File: src/rtl/mem8x8_pkg.sv
// Shared types and constants for the 8x8 byte-cell array access controller.
package mem8x8_pkg;

  typedef enum logic [2:0] {
    ST_IDLE,
    ST_SETUP,
    ST_STROBE,
    ST_HOLD,
    ST_RESP
  } state_t;

  typedef struct packed {
    logic       we;
    logic [2:0] addr;
    logic [7:0] wdata;
  } req_t;

  localparam logic       OP_WRITE  = 1'b0;
  localparam logic       OP_READ   = 1'b1;
  localparam logic [7:0] IDLE_INP  = 8'h00;
  localparam logic [7:0] IDLE_INPN = 8'hFF;

endpackage

File: src/rtl/mem8x8_addr_dec.sv
// 3-to-8 one-hot byte-select decoder; all zeros when disabled.
module mem8x8_addr_dec (
  input  logic       en,
  input  logic [2:0] addr,
  output logic [7:0] sel
);

  always_comb begin
    sel = '0;
    if (en) sel[addr] = 1'b1;
  end

endmodule

File: src/rtl/mem8x8_access_ctrl.sv
// Sequences single read/write accesses to the 8x8 array through SETUP/STROBE/HOLD.
// Optional MEM8X8_READBACK_VERIFY_EN adds a read-back pass after each write.
module mem8x8_access_ctrl
  import mem8x8_pkg::*;
#(
  parameter int STROBE_CYCLES = 2,
  parameter int HOLD_CYCLES   = 1
) (
  input  logic       clk,
  input  logic       rst,
  input  logic       req_valid,
  output logic       req_ready,
  input  logic       req_we,
  input  logic [2:0] req_addr,
  input  logic [7:0] req_wdata,
  output logic       rsp_valid,
  input  logic       rsp_ready,
  output logic [7:0] rsp_rdata,
  output logic       rsp_err,
  output logic [7:0] mem_inp,
  output logic [7:0] mem_inpn,
  output logic       mem_op,
  output logic [7:0] mem_sel,
  input  logic [7:0] mem_outp
);

  localparam int CNT_MAX = (STROBE_CYCLES > HOLD_CYCLES) ? STROBE_CYCLES : HOLD_CYCLES;
  localparam int CNT_W   = $clog2(CNT_MAX + 1);
  localparam logic [CNT_W-1:0] STROBE_LAST = CNT_W'(STROBE_CYCLES - 1);
  localparam logic [CNT_W-1:0] HOLD_LAST   = CNT_W'(HOLD_CYCLES - 1);

`ifdef MEM8X8_READBACK_VERIFY_EN
  localparam logic VERIFY = 1'b1;
`else
  localparam logic VERIFY = 1'b0;
`endif

  state_t           state_q, state_d;
  logic [CNT_W-1:0] cnt_q;
  req_t             req_q, req_n;
  logic             vpass_q, vpass_n;
  logic [7:0]       samp_q;

  logic             rd_n;
  logic             op_d;
  logic [7:0]       inp_d;
  logic             sel_en;
  logic [7:0]       sel_d;

  // Request fields are taken straight from the ports on the accept edge so the
  // SETUP-cycle outputs can already be registered with the new values.
  always_comb begin
    req_n = req_q;
    if (state_q == ST_IDLE) req_n = '{we: req_we, addr: req_addr, wdata: req_wdata};
  end

  always_comb begin
    vpass_n = vpass_q;
    if (state_q == ST_IDLE) vpass_n = 1'b0;
    else if (state_q == ST_HOLD && state_d == ST_SETUP) vpass_n = 1'b1;
  end

  // Next-state logic
  always_comb begin
    state_d = state_q;
    case (state_q)
      ST_IDLE:   if (req_valid) state_d = ST_SETUP;
      ST_SETUP:  state_d = ST_STROBE;
      ST_STROBE: if (cnt_q == STROBE_LAST) state_d = ST_HOLD;
      ST_HOLD:   if (cnt_q == HOLD_LAST)
                   state_d = (VERIFY && req_q.we && !vpass_q) ? ST_SETUP : ST_RESP;
      ST_RESP:   if (rsp_ready) state_d = ST_IDLE;
      default:   state_d = ST_IDLE;
    endcase
  end

  // Output logic: array-side values for the upcoming state, registered below
  always_comb begin
    rd_n   = !req_n.we || vpass_n;
    op_d   = OP_READ;
    inp_d  = IDLE_INP;
    sel_en = (state_d == ST_STROBE);
    if (state_d == ST_SETUP || state_d == ST_STROBE || state_d == ST_HOLD) begin
      op_d  = rd_n ? OP_READ : OP_WRITE;
      inp_d = rd_n ? IDLE_INP : req_n.wdata;
    end
  end

  mem8x8_addr_dec u_dec (
    .en   (sel_en),
    .addr (req_n.addr),
    .sel  (sel_d)
  );

  // State register and registered outputs
  always_ff @(posedge clk) begin
    if (rst) begin
      state_q   <= ST_IDLE;
      cnt_q     <= '0;
      req_q     <= '0;
      vpass_q   <= 1'b0;
      samp_q    <= '0;
      req_ready <= 1'b1;
      rsp_valid <= 1'b0;
      rsp_rdata <= '0;
      rsp_err   <= 1'b0;
      mem_inp   <= IDLE_INP;
      mem_inpn  <= IDLE_INPN;
      mem_op    <= OP_READ;
      mem_sel   <= '0;
    end else begin
      state_q <= state_d;
      req_q   <= req_n;
      vpass_q <= vpass_n;
      if (state_d != state_q) cnt_q <= '0;
      else if (state_q == ST_STROBE || state_q == ST_HOLD) cnt_q <= cnt_q + 1'b1;

      if (state_q == ST_STROBE && cnt_q == STROBE_LAST && mem_op == OP_READ)
        samp_q <= mem_outp;

      if (state_d == ST_RESP && state_q != ST_RESP) begin
        rsp_rdata <= (!req_q.we || VERIFY) ? samp_q : 8'h00;
        rsp_err   <= VERIFY && req_q.we && (samp_q != req_q.wdata);
      end

      req_ready <= (state_d == ST_IDLE);
      rsp_valid <= (state_d == ST_RESP);
      mem_op    <= op_d;
      mem_inp   <= inp_d;
      mem_inpn  <= ~inp_d;
      mem_sel   <= sel_d;
    end
  end

endmodule

File: config.mk
export PLATFORM = sky130hd
export DESIGN_NAME = mem8x8_access_ctrl
export DESIGN_NICKNAME = d
export VERILOG_FILES = /design/src/rtl/mem8x8_pkg.sv /design/src/rtl/mem8x8_addr_dec.sv /design/src/rtl/mem8x8_access_ctrl.sv
export SDC_FILE = /design/constraint.sdc
export NUM_CORES = 1
export LEC_CHECK = 0
export ABC_AREA = 1
export CAP_MARGIN = 20
export CORE_AREA = 3 3 74 76
export DETAILED_ROUTE_END_ITERATION = 16
export DIE_AREA = 0 0 77 79
export PLACE_DENSITY = 0.86
export SLEW_MARGIN = 15
export SYNTH_ARGS = -nofsm -noshare
export SYNTH_HDL_FRONTEND = slang
export SYNTH_SLANG_ARGS = --single-unit
File: constraint.sdc
create_clock -name clk -period 1.65 [get_ports clk]
set_input_delay 0.33 -clock clk [delete_from_list [all_inputs] [get_ports clk]]
set_output_delay 0.33 -clock clk [all_outputs]
set_load 0.01 [all_outputs]
## Yosys cells after proc, flatten, opt, wreduce, memory -nomap -nowiden

Cells that the tools add are included.

- Add/subtract/negate cells: 1
- Magnitude comparators: 2
- Equal/unequal tests: 11
- Mux-type cells: 14
- Bitwise logic cells: 3
- Reductions and logical operators: 16

Operators with widths:

| kind | count |
|---|---|
| $mux W8 | 3 |
| $pmux W3 S5 | 1 |
| $eq A3 B2 Y1 const B | 4 |
| $mux W12 | 1 |
| $mux W3 | 4 |
| $not A8 Y8 | 1 |
| $eq A3 B1 Y1 const B | 2 |
| $eq A3 B3 Y1 const B | 2 |
| $logic_not A3 Y1 | 2 |
| $reduce_or A2 Y1 | 3 |
| $logic_and A1 B1 Y1 | 5 |
| $logic_or A1 B1 Y1 | 4 |
| $lt A3 B4 Y1 const B | 1 |
| $mux W1 | 4 |
| $demux W1 S3 | 1 |
| $ge A3 B1 Y1 const B | 1 |
| $ne A3 B3 Y1 | 1 |
| $ne A3 B3 Y1 const B | 1 |
| $add A2 B1 Y2 const B | 1 |
| $eq A2 B1 Y1 const B | 1 |
| $logic_not A2 Y1 | 1 |
| $not A1 Y1 | 2 |
| $logic_not A1 Y1 | 1 |

- Register bits: 61
- Bits of input ports: 24
- Output and inout bits: 36
- Logic and storage cells: 61

## Logic depth before layout (Yosys ltp)

- Depth in word-level cells: 11
- Mapped depth: 10
- Depth with buffers taken out: 10

## Cells and area by module

Synthesis repeated with hierarchy kept, for this count alone.

- Cell total of the unflattened synthesis: 275
- Area, all modules: 2,248.4 um^2

By module, submodules not included:

| module | instances | cells an instance | area an instance (um^2) | sequential area each (um^2) |
|---|---|---|---|---|
| mem8x8_access_ctrl | 1 | 258 | 2,184.6 | 1,221.2 |
| mem8x8_addr_dec | 1 | 17 | 63.8 | 0.0 |

## Worst setup path after synthesis

OpenSTA, ideal clock, no wires.

- Kind: reg2reg
- Start point: register cnt_q[0]
- End point: register mem_op
- Library setup time: 0.129 ns
- Arrival time: 1.231 ns
- Required time: 1.521 ns
- Slack: 0.290 ns
- Cell stages (with the launch flop): 11
- Path buffers: 0
- Clock period less this slack: 1.360 ns
- Cell sequence: dfxtp_1 -> inv_1 -> ha_1 -> nand2_2 -> clkinv_1 -> nand2_1 -> nand2_1 -> inv_2 -> nor2_8 -> inv_2 -> nand3_1

- Longest elaborated chain between the ends: 9
- Elaborated cells between the ends (all ways): 17
- Those cells by class: 4 x eq/ne; 6 x mux; 1 x bitwise; 6 x reduce/logical

Ends and longest elaborated chain:

| item | line | text |
|---|---|---|
| start: declaration | mem8x8_access_ctrl.sv:39 | `logic [CNT_W-1:0] cnt_q;` |
| start signal: assignment | mem8x8_access_ctrl.sv:116 | `else if (state_q == ST_STROBE \|\| state_q == ST_HOLD) cnt_q <= cnt_q + 1'b1;` |
| $eq A2 B1 Y1 or $logic_not A2 Y1 (tied branches) | mem8x8_access_ctrl.sv:69, mem8x8_access_ctrl.sv:70 |  |
| $mux W3 (on tied branches) | mem8x8_access_ctrl.sv:69, mem8x8_access_ctrl.sv:70 |  |
| $pmux W3 S5 * | mem8x8_access_ctrl.sv:66 | `case (state_q)` |
| $eq A3 B1 Y1 | mem8x8_access_ctrl.sv:60, mem8x8_access_ctrl.sv:83 |  |
| $logic_and A1 B1 Y1 | mem8x8_access_ctrl.sv:60 | `else if (state_q == ST_HOLD && state_d == ST_SETUP) vpass_n = 1'b1;` |
| $mux W1 | mem8x8_access_ctrl.sv:60 |  |
| $mux W1 | mem8x8_access_ctrl.sv:59 | `if (state_q == ST_IDLE) vpass_n = 1'b0;` |
| $logic_or A1 B1 Y1 | mem8x8_access_ctrl.sv:79 | `rd_n = !req_n.we \|\| vpass_n;` |
| $mux W1 | mem8x8_access_ctrl.sv:84 | `op_d = rd_n ? OP_READ : OP_WRITE;` |
| end signal: assignment | mem8x8_access_ctrl.sv:128 | `mem_op <= op_d;` |
| end: declaration | mem8x8_access_ctrl.sv:22 | `output logic mem_op,` |

Every way passes the cells marked *; elsewhere a longest branch is shown, timed or not.
A chain may end at the register's enable or synchronous reset.

## Worst setup path in the final report

- Start point: register mem_op
- End point: output port mem_op

No word-level cell between the ends.

==> impl_summary.log <==
[metrics] Die Span Y: 79 um
[metrics] WL/cell: 12.55 um
[metrics] setup slack of the critical path after layout: 0.1073 ns
[metrics] TritonCTS clock tree: yes
[metrics] biggest area consumer among synthesized cells: sky130_fd_sc_hd__dfxtp_1
[metrics] final critical-path required period: 1.543 ns
[metrics] number of global-route vias before repair: 2009
[metrics] H-Tree Depth: 3
[metrics] placeable core area: 4786 sq um
[metrics] CTS buffer count: 9
[metrics] Synth Warn #: 0
[metrics] Max FO, Critical Path: 2
[metrics] Power Dens Cells: 1112 nW/um^2
[metrics] sum of met2 wire segment lengths after detailed routing: 2524 um
[metrics] Antenna Violating Nets Remaining: 0
[metrics] worst IR drop on VDD: 0.7277 mV
[metrics] share of layout cells above drive strength 1: 14.33%
[metrics] mapped cell area: 2253 sq um
[metrics] final max-slew violation count: 0
[metrics] static leakage power: 0.001273 uW
[metrics] CTS Hold Buffers Added: 0
[metrics] Layout Skew: 0.007646 ns
[metrics] setup-violating endpoint count in the final report: 0
[metrics] clk root buf: sky130_fd_sc_hd__clkbuf_8
[metrics] total vias in the final route: 1962
[metrics] fill cell count: 400
[metrics] critical path capture point type: output port
[metrics] initial core utilization: 47.08%
[metrics] Met3 Wirelength: 302 um
[metrics] DRC marker count from the first detailed-route iteration: 85
[metrics] clock sink count: 61
[metrics] aggregate routed wire length: 5133 um
[metrics] logic depth of the worst path, buffers included: 1
[metrics] Worst Reg-to-Reg Cells: 7
[metrics] diodes inserted: 0
[metrics] Power, Total: 3465 uW
[metrics] share of the clock period used by the worst path: 93.50%
[metrics] critical-path cell list: clkdlybuf4s50_1
[metrics] Final Hold Vio Count: 0
[metrics] hold-critical path depth: 2
[metrics] Clk Latency, worst-skew pair: 0.34 ns
[metrics] total global-route track usage: 18.02%
[metrics] area share of the leading cell type in the synthesized netlist: 54.19%
[metrics] PortBufs: 58
[metrics] type of the most critical hold path: flop to flop
[metrics] post-synthesis cell type count: 24
[metrics] Worst Hold Slack: 0.4665 ns
[metrics] count of buffering cells on the critical path with inverters included: 1
[metrics] Nets: 363
[metrics] dominant delay contributor by cell family on the critical path: buffers and inverters
[metrics] Vias/cell: 4.797
[metrics] global-route congestion overflow total: 0
[metrics] Worst Path Class, Setup: flop to output port
[metrics] standard cell with the maximum stage delay on the critical path: sky130_fd_sc_hd__clkdlybuf4s50_1
[metrics] maximum frequency from static timing analysis: 648.2 MHz
[metrics] pre-CTS setup slack: 0.07374 ns
[metrics] Routed met1 length: 2224 um
[metrics] HPWL after DPL: 3645 um
[metrics] area of combinational cells with multiple inputs: 893.4 sq um
[metrics] result of the run: completed
[metrics] CP Data Arrival Time: 1.21 ns
[metrics] peak per-stage delay on the critical path: 0.54 ns
[metrics] horizontal extent of the die: 77 um
[metrics] Routability Congestion: 0.7811
[metrics] final core occ: 65.07%
[metrics] post-synthesis net count: 297
[metrics] boundary pin count: 60
[metrics] Reg area: 1221 sq um
[metrics] Setup crit start kind: flop
[metrics] DR DRC count: 0
[metrics] Gate Count Post-Synth: 271
[metrics] area grow syn2layout: 38.20%
[metrics] Avg Cell Area, Syn: 8.315 sq um
[metrics] global-route wire length before repair: 8645 um
[metrics] clock input transition at the sequential cells of the worst setup and hold paths: 0.07 ns
[metrics] Area contributors post-synth: sky130_fd_sc_hd__dfxtp_1 54%, sky130_fd_sc_hd__nand2_1 7.7%, sky130_fd_sc_hd__nor2_1 7.0%
[metrics] Required @ worst endpoint: 1.32 ns
[metrics] number of antenna violations at the first check in global routing: 0
[metrics] drt pass-1 iters: 5
[metrics] die area: 6083 sq um
[metrics] proportion of synthesized chip area in sequential cells: 54.19%
[metrics] FF+latch count, synth: 61
[metrics] number of placement rows: 25
[metrics] deepest clock path buffer count: 2
[metrics] maximum number of pins on one net before global-route repair: 18
[metrics] highest metal layer with signal wires: met4
[metrics] maxcap violations: 0
state kept, by name (all words and copies together), names as in the netlist:
register	count
cnt_q	2
rsp_rdata	8
req_ready	1
samp_q	8
rsp_valid	1
mem_op	1
mem_sel	8
mem_inpn	8
state_q	3
mem_inp	8
req_q	12
vpass_q	1
stage by stage:
stage	area [sq um]	TNS (ns)	cells
3_3_place_gp	2914	0	393
4_1_cts	3107	0	409
2_1_floorplan	2253	0	271
5_1_grt	3114	-0.005762	409
6_report	3114	0	409
3_5_place_dp	2914	0	393
worst paths after layout:
check	startpoint	endpoint	slack [ns]
setup / recovery	mem_op$_SDFF_PP1_	mem_op	0.11
hold / removal	rsp_rdata[0]$_SDFFE_PP0P_	rsp_rdata[0]$_SDFFE_PP0P_	0.47
setup reg to reg	state_q[0]$_SDFF_PP0_	mem_inp[4]$_SDFF_PP0_	0.13
hold reg to reg	rsp_rdata[0]$_SDFFE_PP0P_	rsp_rdata[0]$_SDFFE_PP0P_	0.47
power by group:
group	leakage (uW)	switching, uW	total, uW	internal [uW]
clock	0.0000964	555	1290	734
combinational	0.000679	345	579	234
sequential	0.000497	36.6	1600	1560
total	0.00127	936	3460	2530
Yosys cell counts:
cell type	instances
sky130_fd_sc_hd__a21oi_1	10
sky130_fd_sc_hd__buf_2	1
sky130_fd_sc_hd__buf_4	2
sky130_fd_sc_hd__buf_6	2
sky130_fd_sc_hd__clkbuf_1	3
sky130_fd_sc_hd__clkinv_1	2
sky130_fd_sc_hd__conb_1	1
sky130_fd_sc_hd__dfxtp_1	61
sky130_fd_sc_hd__ha_1	2
sky130_fd_sc_hd__inv_1	14
sky130_fd_sc_hd__inv_2	8
sky130_fd_sc_hd__nand2_1	46
sky130_fd_sc_hd__nand2_2	4
sky130_fd_sc_hd__nand3_1	25
sky130_fd_sc_hd__nand3_2	1
sky130_fd_sc_hd__nand3b_1	1
sky130_fd_sc_hd__nor2_1	42
sky130_fd_sc_hd__nor2_2	11
sky130_fd_sc_hd__nor2_4	3
sky130_fd_sc_hd__nor2_8	3
sky130_fd_sc_hd__nor3_1	9
sky130_fd_sc_hd__o21ai_0	9
sky130_fd_sc_hd__o21ai_1	10
sky130_fd_sc_hd__xor2_1	1
metal layers:
metal / GRT usage (%) / vias up
met5: 0 / -
met4: 9.431 / 0
met3: 6.803 / 10
met2: 31.10 / 50
met1: 19.24 / 910
li1: - / 992
logic make-up (layout without fill, tap and decap cells):
kind of cell / Yosys count / after routing / share of synthesized area, %
other: 1 / 1 / 0.1664
and+or+nand+nor: 145 / 145 / 31.32
AOI/OAI and AO/OA: 29 / 29 / 6.441
xor gates and xnor gates: 1 / 1 / 0.3887
adders and majority gates: 2 / 2 / 1.110
DFF: 61 / 61 / 54.19
buffers and inverters: 32 / 103 / 6.385
cell type report:
| class | instances | share of cell area (%) |
|---|---|---|
| sequential | 61 | 39.21 |
| multi-input combinational | 178 | 28.69 |
| timing repair buffer | 63 | 20.25 |
| clock buffer | 12 | 4.660 |
| inverter | 24 | 2.973 |
| tap | 67 | 2.692 |
| clock inverter | 4 | 1.527 |
placed cells by master (no fill, tap or decap):
cell type	netlist	routed
sky130_fd_sc_hd__a21oi_1	10	10
sky130_fd_sc_hd__buf_12	0	1
sky130_fd_sc_hd__buf_4	2	4
sky130_fd_sc_hd__bufinv_16	0	1
sky130_fd_sc_hd__clkbuf_1	3	2
sky130_fd_sc_hd__clkbuf_8	0	10
sky130_fd_sc_hd__clkdlybuf4s50_1	0	58
sky130_fd_sc_hd__clkinv_1	2	2
sky130_fd_sc_hd__clkinv_2	0	2
sky130_fd_sc_hd__clkinvlp_4	0	1
sky130_fd_sc_hd__conb_1	1	1
sky130_fd_sc_hd__dfxtp_1	61	61
sky130_fd_sc_hd__ha_1	2	2
sky130_fd_sc_hd__inv_1	14	14
sky130_fd_sc_hd__inv_2	8	7
sky130_fd_sc_hd__inv_4	0	1
sky130_fd_sc_hd__nand2_1	46	46
sky130_fd_sc_hd__nand2_2	4	3
sky130_fd_sc_hd__nand2_4	0	1
sky130_fd_sc_hd__nand3_1	25	25
sky130_fd_sc_hd__nand3_2	1	1
sky130_fd_sc_hd__nand3b_1	1	1
sky130_fd_sc_hd__nor2_1	42	42
sky130_fd_sc_hd__nor2_2	11	11
sky130_fd_sc_hd__nor2_4	3	3
sky130_fd_sc_hd__nor2_8	3	3
sky130_fd_sc_hd__nor3_1	9	9
sky130_fd_sc_hd__o21ai_0	9	9
sky130_fd_sc_hd__o21ai_1	10	10
sky130_fd_sc_hd__xor2_1	1	1
what timing repair did:
| action | in CTS | in global routing |
|---|---|---|
| setup buffers | 0 | 0 |
| resized for setup | 0 | 2 |
| endpoints found under the setup margin | 0 | 14 |
Power figures use the tool's default switching activity.
